<file path="src/rtl/fetch_queue_stage_pkg.sv">
// Shared fetch definitions: NOP encoding, PC step and the queued entry layout.
// Decode imports the same package so both sides agree on the entry format.
package fetch_queue_stage_pkg;

    localparam logic [31:0] NOP_WORD        = 32'h3400_0000;  // ori $zero,$zero,0
    localparam logic [31:0] PC_INC          = 32'd4;
    localparam int          ENTRY_W         = 64;
    localparam int          ENTRY_PC_LSB    = 32;
    localparam int          ENTRY_INSTR_LSB = 0;

    typedef struct packed {
        logic [31:0] pc;
        logic [31:0] instr;
    } fetch_entry_t;

    function automatic logic [31:0] align_pc(input logic [31:0] p);
        return p & ~32'h3;
    endfunction

endpackage

</file>
<file path="src/rtl/fetch_queue_stage_fifo.sv">
// Synchronous FIFO for fetched entries; flush beats push/pop, async active-high reset.
module fetch_fifo #(
    parameter int WIDTH = 64,
    parameter int DEPTH = 4
) (
    input  logic                     clk,
    input  logic                     rst,
    input  logic                     flush,
    input  logic                     push,
    input  logic                     pop,
    input  logic [WIDTH-1:0]         wdata,
    output logic [WIDTH-1:0]         rdata,
    output logic [$clog2(DEPTH):0]   count
);
    localparam int AW = $clog2(DEPTH);

    logic [WIDTH-1:0] mem [DEPTH];
    logic [AW-1:0]    wr_ptr, rd_ptr;
    logic             do_push, do_pop;

    assign do_push = push && !flush;
    assign do_pop  = pop && !flush && (count != '0);
    assign rdata   = mem[rd_ptr];

    // Storage is reset so the head reads as zero straight out of reset.
    always_ff @(posedge clk or posedge rst) begin
        if (rst) begin
            wr_ptr <= '0;
            rd_ptr <= '0;
            count  <= '0;
            for (int i = 0; i < DEPTH; i++) mem[i] <= '0;
        end else if (flush) begin
            wr_ptr <= '0;
            rd_ptr <= '0;
            count  <= '0;
        end else begin
            if (do_push) begin
                mem[wr_ptr] <= wdata;
                wr_ptr      <= wr_ptr + 1'b1;
            end
            if (do_pop) rd_ptr <= rd_ptr + 1'b1;
            case ({do_push, do_pop})
                2'b10:   count <= count + 1'b1;
                2'b01:   count <= count - 1'b1;
                default: count <= count;
            endcase
        end
    end

endmodule

</file>
<file path="src/rtl/fetch_queue_stage.sv">
// Decoupled instruction fetch: owns the PC, drives a 1-cycle-latency ROM and buffers
// {pc, instr} pairs for decode. Redirect flushes everything and restarts fetch.
module fetch_queue_stage
    import fetch_queue_stage_pkg::*;
#(
    parameter int          ADDR_WIDTH = 10,
    parameter int          DEPTH      = 4,
    parameter logic [31:0] RESET_PC   = 32'h0000_0000,
    parameter logic [31:0] NOP_INSTR  = NOP_WORD
) (
    input  logic                      clk,
    input  logic                      reset,
    output logic [ADDR_WIDTH-1:0]     rom_addr_out,
    input  logic [31:0]               rom_data_in,
    input  logic                      redirect_in,
    input  logic [31:0]               redirect_pc_in,
    input  logic                      out_ready_in,
    output logic                      out_valid_out,
    output logic [31:0]               instr_out,
    output logic [31:0]               pc_out,
    output logic [31:0]               pc_seq_out,
    output logic [$clog2(DEPTH):0]    count_out
);
    localparam int             CW        = $clog2(DEPTH) + 1;
    localparam logic [CW:0]    DEPTH_OCC = (CW + 1)'(DEPTH);

    logic [31:0]  pc, req_pc;
    logic         inflight;
    logic [CW:0]  occ;
    logic         issue, push, pop;
    fetch_entry_t push_entry, head;

    // An in-flight request already owns a slot, so a return never meets a full queue.
    assign occ   = {1'b0, count_out} + {{CW{1'b0}}, inflight};
    assign issue = !redirect_in && (occ < DEPTH_OCC);
    assign push  = inflight && !redirect_in;
    assign pop   = out_valid_out && out_ready_in;

    assign rom_addr_out     = pc[ADDR_WIDTH+1:2];
    assign push_entry.pc    = req_pc;
    assign push_entry.instr = rom_data_in;

    always_ff @(posedge clk or posedge reset) begin
        if (reset) begin
            pc       <= RESET_PC;
            req_pc   <= '0;
            inflight <= 1'b0;
        end else if (redirect_in) begin
            pc       <= align_pc(redirect_pc_in);
            inflight <= 1'b0;
        end else if (issue) begin
            pc       <= pc + PC_INC;
            req_pc   <= pc;
            inflight <= 1'b1;
        end else begin
            inflight <= 1'b0;
        end
    end

    fetch_fifo #(
        .WIDTH (ENTRY_W),
        .DEPTH (DEPTH)
    ) u_fifo (
        .clk   (clk),
        .rst   (reset),
        .flush (redirect_in),
        .push  (push),
        .pop   (pop),
        .wdata (push_entry),
        .rdata (head),
        .count (count_out)
    );

    assign out_valid_out = (count_out != '0);
    assign instr_out     = out_valid_out ? head.instr : NOP_INSTR;
    assign pc_out        = head.pc;
    assign pc_seq_out    = head.pc + PC_INC;

endmodule

</file>
<file path="config.mk">
export PLATFORM = sky130hd
export DESIGN_NAME = fetch_queue_stage
export DESIGN_NICKNAME = d
export VERILOG_FILES = /design/src/rtl/fetch_queue_stage_pkg.sv /design/src/rtl/fetch_queue_stage_fifo.sv /design/src/rtl/fetch_queue_stage.sv
export SDC_FILE = /design/constraint.sdc
export NUM_CORES = 1
export LEC_CHECK = 0
export CAP_MARGIN = 10
export CORE_MARGIN = 1
export CORE_UTILIZATION = 55
export CTS_CLUSTER_DIAMETER = 150
export DETAILED_ROUTE_END_ITERATION = 6
export GPL_ROUTABILITY_DRIVEN = 0
export PLACE_DENSITY = 0.88
export SLEW_MARGIN = 20
export SYNTH_ARGS = -nofsm -noshare
export SYNTH_HDL_FRONTEND = slang
export SYNTH_SLANG_ARGS = --single-unit
</file>
<file path="constraint.sdc">
create_clock -name clk -period 12.6 [get_ports clk]
set_clock_uncertainty 0.2 [all_clocks]
set_input_delay 1.26 -clock clk [delete_from_list [all_inputs] [get_ports clk]]
set_output_delay 1.26 -clock clk [all_outputs]
set_load 0.01 [all_outputs]
</file>
After elaboration in Yosys (flattened, before gate mapping) --
Cells that the tools add are included.
Cells by class: $mul 0, div/mod/pow operators 0, add/subtract/negate cells 7, equality and inequality tests 2, bitwise gates (word level) 3, mux-type cells 17, reduce and logical (&&, ||, !) cells 15, $lt $le $gt $ge 4, shifts and indexed selects 0
Operators with widths (number):
- bitwise mux 256 bit | 1
- 2-to-1 mux 64 bit | 3
- binary-select mux 64 bit (select 2 bit) | 1
- demux 64 bit (select 2 bit) | 1
- 2-to-1 mux 32 bit | 3
- adder 32 x 3 -> 32 bit (second input constant) | 2
- 2-to-1 mux 2 bit | 4
- logical AND 1 bit | 7
- >= comparator 3 bit (second input constant) | 2
- inverter 2 -> 3 bit | 2
- case mux 3 bit (2 select lines) | 1
- nonzero test 2 bit | 3
- nonzero test 3 bit | 2
- adder 2 x 1 -> 2 bit (second input constant) | 2
- adder 3 x 1 -> 4 bit | 1
- < comparator 4 x 3 -> 1 bit (second input constant) | 1
- AND reduction 2 bit | 2
- adder 3 x 1 -> 3 bit (second input constant) | 1
- < comparator 3 x 1 -> 1 bit (second input constant) | 1
- 2-to-1 mux 3 bit | 1
- subtractor 3 x 1 -> 3 bit (second input constant) | 1
- == test 2 x 1 -> 1 bit (second input constant) | 1
- == test 2 bit (second input constant) | 1
- 2-to-1 mux 1 bit | 2
- other kinds (2) | 2
Word-level totals: bits in writable memories 0, bits in read-only memories 0, bits in latches 0, memories kept 0, input port bits 68, register bits after elaboration 328, logic and storage cells 58

Longest topological paths before layout --
depth after elaboration 7, gate-level depth with buffers 9, depth with buffers taken out 9

Modules after synthesis --
From an unflattened synthesis, not the netlist that was laid out.
Unflattened totals: cell total of the unflattened synthesis 1097, area, all modules 16659.7 um2
Modules (own cells, without submodules):
- fetch_fifo | times used 1, cells an instance 670, area an instance 12774.8 um2
- fetch_queue_stage | times used 1, cells an instance 427, area an instance 3885.0 um2

Worst setup path after synthesis --
OpenSTA, ideal clock, no wires.
path kind reg2out, start point reg u_fifo.rd_ptr[0], end point out pc_seq_out[16], data required time 11.140 ns, stages on the path, launching flop included 10, arrival 2.113 ns, buffers on the path 3, path slack 9.027 ns, cells stage by stage dfrtp_1 -> buf_6 -> buf_6 -> buf_6 -> mux4_2 -> ha_1 -> nand3_2 -> nor4_2 -> nand3_1 -> xnor2_1
On the way: longest elaborated chain between the ends 5
Ends and longest elaborated chain:
- start: declaration | RTL line fetch_queue_stage_fifo.sv:18 | logic [AW-1:0] wr_ptr, rd_ptr;
- start signal: assignment | RTL line fetch_queue_stage_fifo.sv:41 | if (do_pop) rd_ptr <= rd_ptr + 1'b1;
- inverter 2 -> 3 bit (implied by the code) | RTL line fetch_queue_stage_fifo.sv:23 | assign rdata = mem[rd_ptr];
- binary-select mux 64 bit (select 2 bit) | RTL line fetch_queue_stage_fifo.sv:23
- 2-to-1 mux 64 bit (implied by the code) (2 in series) | RTL line fetch_queue_stage_fifo.sv:23
- named net pc_out[3] | RTL line fetch_queue_stage.sv:20 | output logic [31:0] pc_out,
- adder 32 x 3 -> 32 bit | RTL line fetch_queue_stage.sv:77 | assign pc_seq_out = head.pc + PC_INC;
- end: declaration | RTL line fetch_queue_stage.sv:21 | output logic [31:0] pc_seq_out,
The timed path passes the listed nets, and every way through them passes these cells. The select of a mux whose other input is x is not followed.

Worst setup path in the final report --
start point reg u_fifo.rd_ptr[0], end point out pc_seq_out[29]
On the way: longest elaborated chain between the ends 5
Ends and longest elaborated chain (RTL line):
- inverter 2 -> 3 bit (implied by the code) | fetch_queue_stage_fifo.sv:23
- binary-select mux 64 bit (select 2 bit) | fetch_queue_stage_fifo.sv:23
- 2-to-1 mux 64 bit (implied by the code) (2 in series) | fetch_queue_stage_fifo.sv:23
- adder 32 x 3 -> 32 bit | fetch_queue_stage.sv:77
No other way between the ends. The select of a mux whose other input is x is not followed.

==> impl_metrics.toml <==
[clocking]
h-tree-depth = 2
clk_latency_ns = 0.50
cts_made_buffers = 34
cts_tree = "done"
cts-root-buf = "clkbuf_16"
cts_buffer_depth = 3
worst_setup_hold_path_clk_slew_ns = 0.06
post_cts_resized = 0
ctsHoldBuffers = 0
cts_setup_buffers = 0
clkSinkCount = 316

[die]
core-area_sq_um = 26200
die_h_microns = 166
die_x_microns = 166
num_rows = 59
die_area_sq_um = 27600
io_pins = 178
start_util_pct = 56.5

[global_routing]
gr-usage-all-layers_pct = 24.7
grt_pass1_wl_microns = 53800
grt_max_degree = 141
grt_overflow = 0
antenna_found_initial = 1
grt_pass1_vias = 9746

[layout]
register_area_sq_um = 7920
drive_gt1_share_pct = 34.8
diodes = 0
fillers = 1731
final_nets = 1253
fin_util_pct = 68.1
layout.cells.non_filler = 1536
multi_input_area_sq_um = 6490
area_growth_pct = 20.6

[pwr]
netSwitchingFraction_pct = 31.1
p_sw_mw = 1.45
power_leakage_nw = 7.70
internal_power_mw = 3.21
power_frac_comb_pct = 40.3
peakVddDrop_mv = 0.172
power_frac_seq_pct = 37.5
p_per_area_nw_per_um2 = 261
pwr-share-clk_pct = 22.1
total_power_mw = 4.66

[sta]
hold_viol = 0
min_period_over_period_pct = 45.4
clock.fmax_mhz = 175
slew_headroom_pct = 33.6
min_period_ns = 5.71
finalMaxSlewViolations = 0
fin_tns_setup_ns = 0
tightest_slew_ns = 0.995
rsz0062_at_grt = "false"
holdWs_ns = 0.298
setup_violations = 0

[worst_setup_path]
crit_buf_inv = 2
cp_cell_sequence = "buf_4, mux4_1, nand3_2, nor4_4, nand4_1, xnor2_1, clkdlybuf4s50_1"
cpPeakStageDelay_ns = 0.81
critPathCaptureType = "primary output"
critPathSlowestCell = "buf_4"
critical_path_class = "reg2out"
crit_path_start_kind = "register"
cp_top_family = "buffers and inverters"
crit_arrival_ns = 4.25
cp.required_ns = 11.14
path_max_fanout = 57

[synthesis]
synth_top_flop_cell = "dfrtp_1"
yosysUniqueCellTypes = 42
synth-seq-cells = 316
synthTopCellsByArea = "dfrtp_1, mux2_2, mux4_2, mux4_1, xnor2_1"
yosysSeqAreaShare_pct = 53.4
ys_warn_count = 0
ys_async_sr_fraction_pct = 100
synth_top_area_share_pct = 53.4
yosysTopAreaCell = "dfrtp_1"
synth_edf_count = 0
postSynthAreaPerCell_sq_um = 14.4
synthCells = 1028
netlist_area_sq_um = 14800

[routing]
wire_per_inst_microns = 21.2
drc = 10
first_pass_iters = 7
drtIter0Drc = 456
drt_wl_total_microns = 32600
via_per_inst = 5.88
ant_nets = 0
dr_total_vias = 9036

[min_path]
min_path_type = "reg2reg"

[flow_run]
cap_violations = 0

[placement]
dp_hpwl_microns = 20400
portBuffers = 171
placedCellCount = 1477

[status]
violations = "DRC"
run_status = "complete, but fails checks"
-- final timing paths --
path	depth (start not counted)	slack [ns]	start	end
min in group asynchronous	2	1.13	reset	pc[9]
max in group asynchronous	3	9.60	reset	u_fifo.rd_ptr[0]
setup reg to reg	9	9.24	u_fifo.count[0]	u_fifo.count[2]
hold / removal	1	0.30	u_fifo.mem[113]	u_fifo.mem[113]
hold reg to reg	1	0.30	u_fifo.mem[113]	u_fifo.mem[113]
setup / recovery	7	6.89	u_fifo.rd_ptr[0]	pc_seq_out[29]
-- cells in the mapped netlist, types with 5 or more instances --
master	count
clkbuf_1	40
mux4_1	13
o21ai_0	29
and3_1	8
ha_1	6
mux2_2	278
inv_1	12
nand2_1	52
buf_2	8
and2_1	30
xor2_1	23
nand3_1	24
buf_4	17
mux4_2	49
nor4_1	7
xnor2_1	39
nor2_1	11
nand3_2	5
nand4_1	15
dfrtp_1	316
nor3_1	9
-- logic make-up after synthesis --
group           synth area share, %
compound gates                 1.18
mux                            31.2
simple gates                   7.01
buf+inv                        2.89
xor+xnor                       3.67
fa+ha+maj                     0.642
flops                          53.4
other cells                  0.0253
-- routing by layer --
| metal | wire (microns) | global-route usage, % |
|---|---|---|
| met2 | 15900 | 40.2 |
| met4 | 898 | 8.78 |
| met1 | 14300 | 34.0 |
| met3 | 1510 | 3.57 |
| met5 | 12 | 0 |
-- area by class of cell --
type                       instances  share of cell area (%)
timing repair buffer             181                    10.0
tap                              335                    2.35
multi-input combinational        633                    36.4
sequential                       316                    44.3
clock buffer                      54                    6.22
clock inverter                     5                   0.420
inverter                          12                   0.294
-- stage by stage --
stage / instance area [sq um] / worst slack (ns)
6_report: 17900 / 6.89
5_1_grt: 17900 / 6.54
2_1_floorplan: 14800 / 2.40
3_5_place_dp: 16700 / 7.34
4_1_cts: 17800 / 6.82
3_3_place_gp: 16700 / 7.39
-- flip-flops by register name, summed over array words and instances (netlist names) --
register       cells
inflight           1
u_fifo.count       3
req_pc            30
u_fifo.rd_ptr      2
pc                30
u_fifo.mem       248
u_fifo.wr_ptr      2
-- power by group through the flow --
stage / clock (mW) / sequential (mW) / combinational [mW]
floorplan: 0 / 1.63 / 1.21
global placement: 0 / 1.70 / 1.83
detailed placement: 0 / 1.75 / 1.88
CTS: 1.04 / 1.74 / 1.90
global route: 1.09 / 1.80 / 2.00
finish: 1.03 / 1.75 / 1.88
-- placed cells by master, fill, tap and decap left out, types with 2 or more instances in the layout --
cell	n
o31a_1	2
bufinv_16	2
nor3_1	9
clkbuf_8	12
dfrtp_4	2
and4_1	4
nor2b_1	2
clkbuf_1	5
and2_1	30
buf_6	2
conb_1	4
mux4_1	13
xor2_1	23
clkdlybuf4s50_1	170
nand3_2	5
buf_4	8
nor2_1	11
clkbuf_16	37
dfrtp_1	314
mux4_2	49
nand2_2	4
o21ai_0	29
nand4_1	15
clkinv_2	3
mux2i_1	4
nor4_1	7
and3_1	8
nand2_1	48
inv_1	11
nor2_2	2
or2_2	4
mux2_2	278
ha_1	6
xnor2_1	39
nand3_1	24
-- worst reg2reg max path: stages, from the launching register on --
cell and delay (ns):
dfrtp_1 0.46, nor3_1 0.46, inv_1 0.57, nand2_1 0.38, nor3_1 0.09, fa_1 0.39, or2_2 0.30, mux2i_1 0.18
xnor2_1 0.15, nor2_1 0.06
No activity file was read; power rests on OpenSTA's default activity.
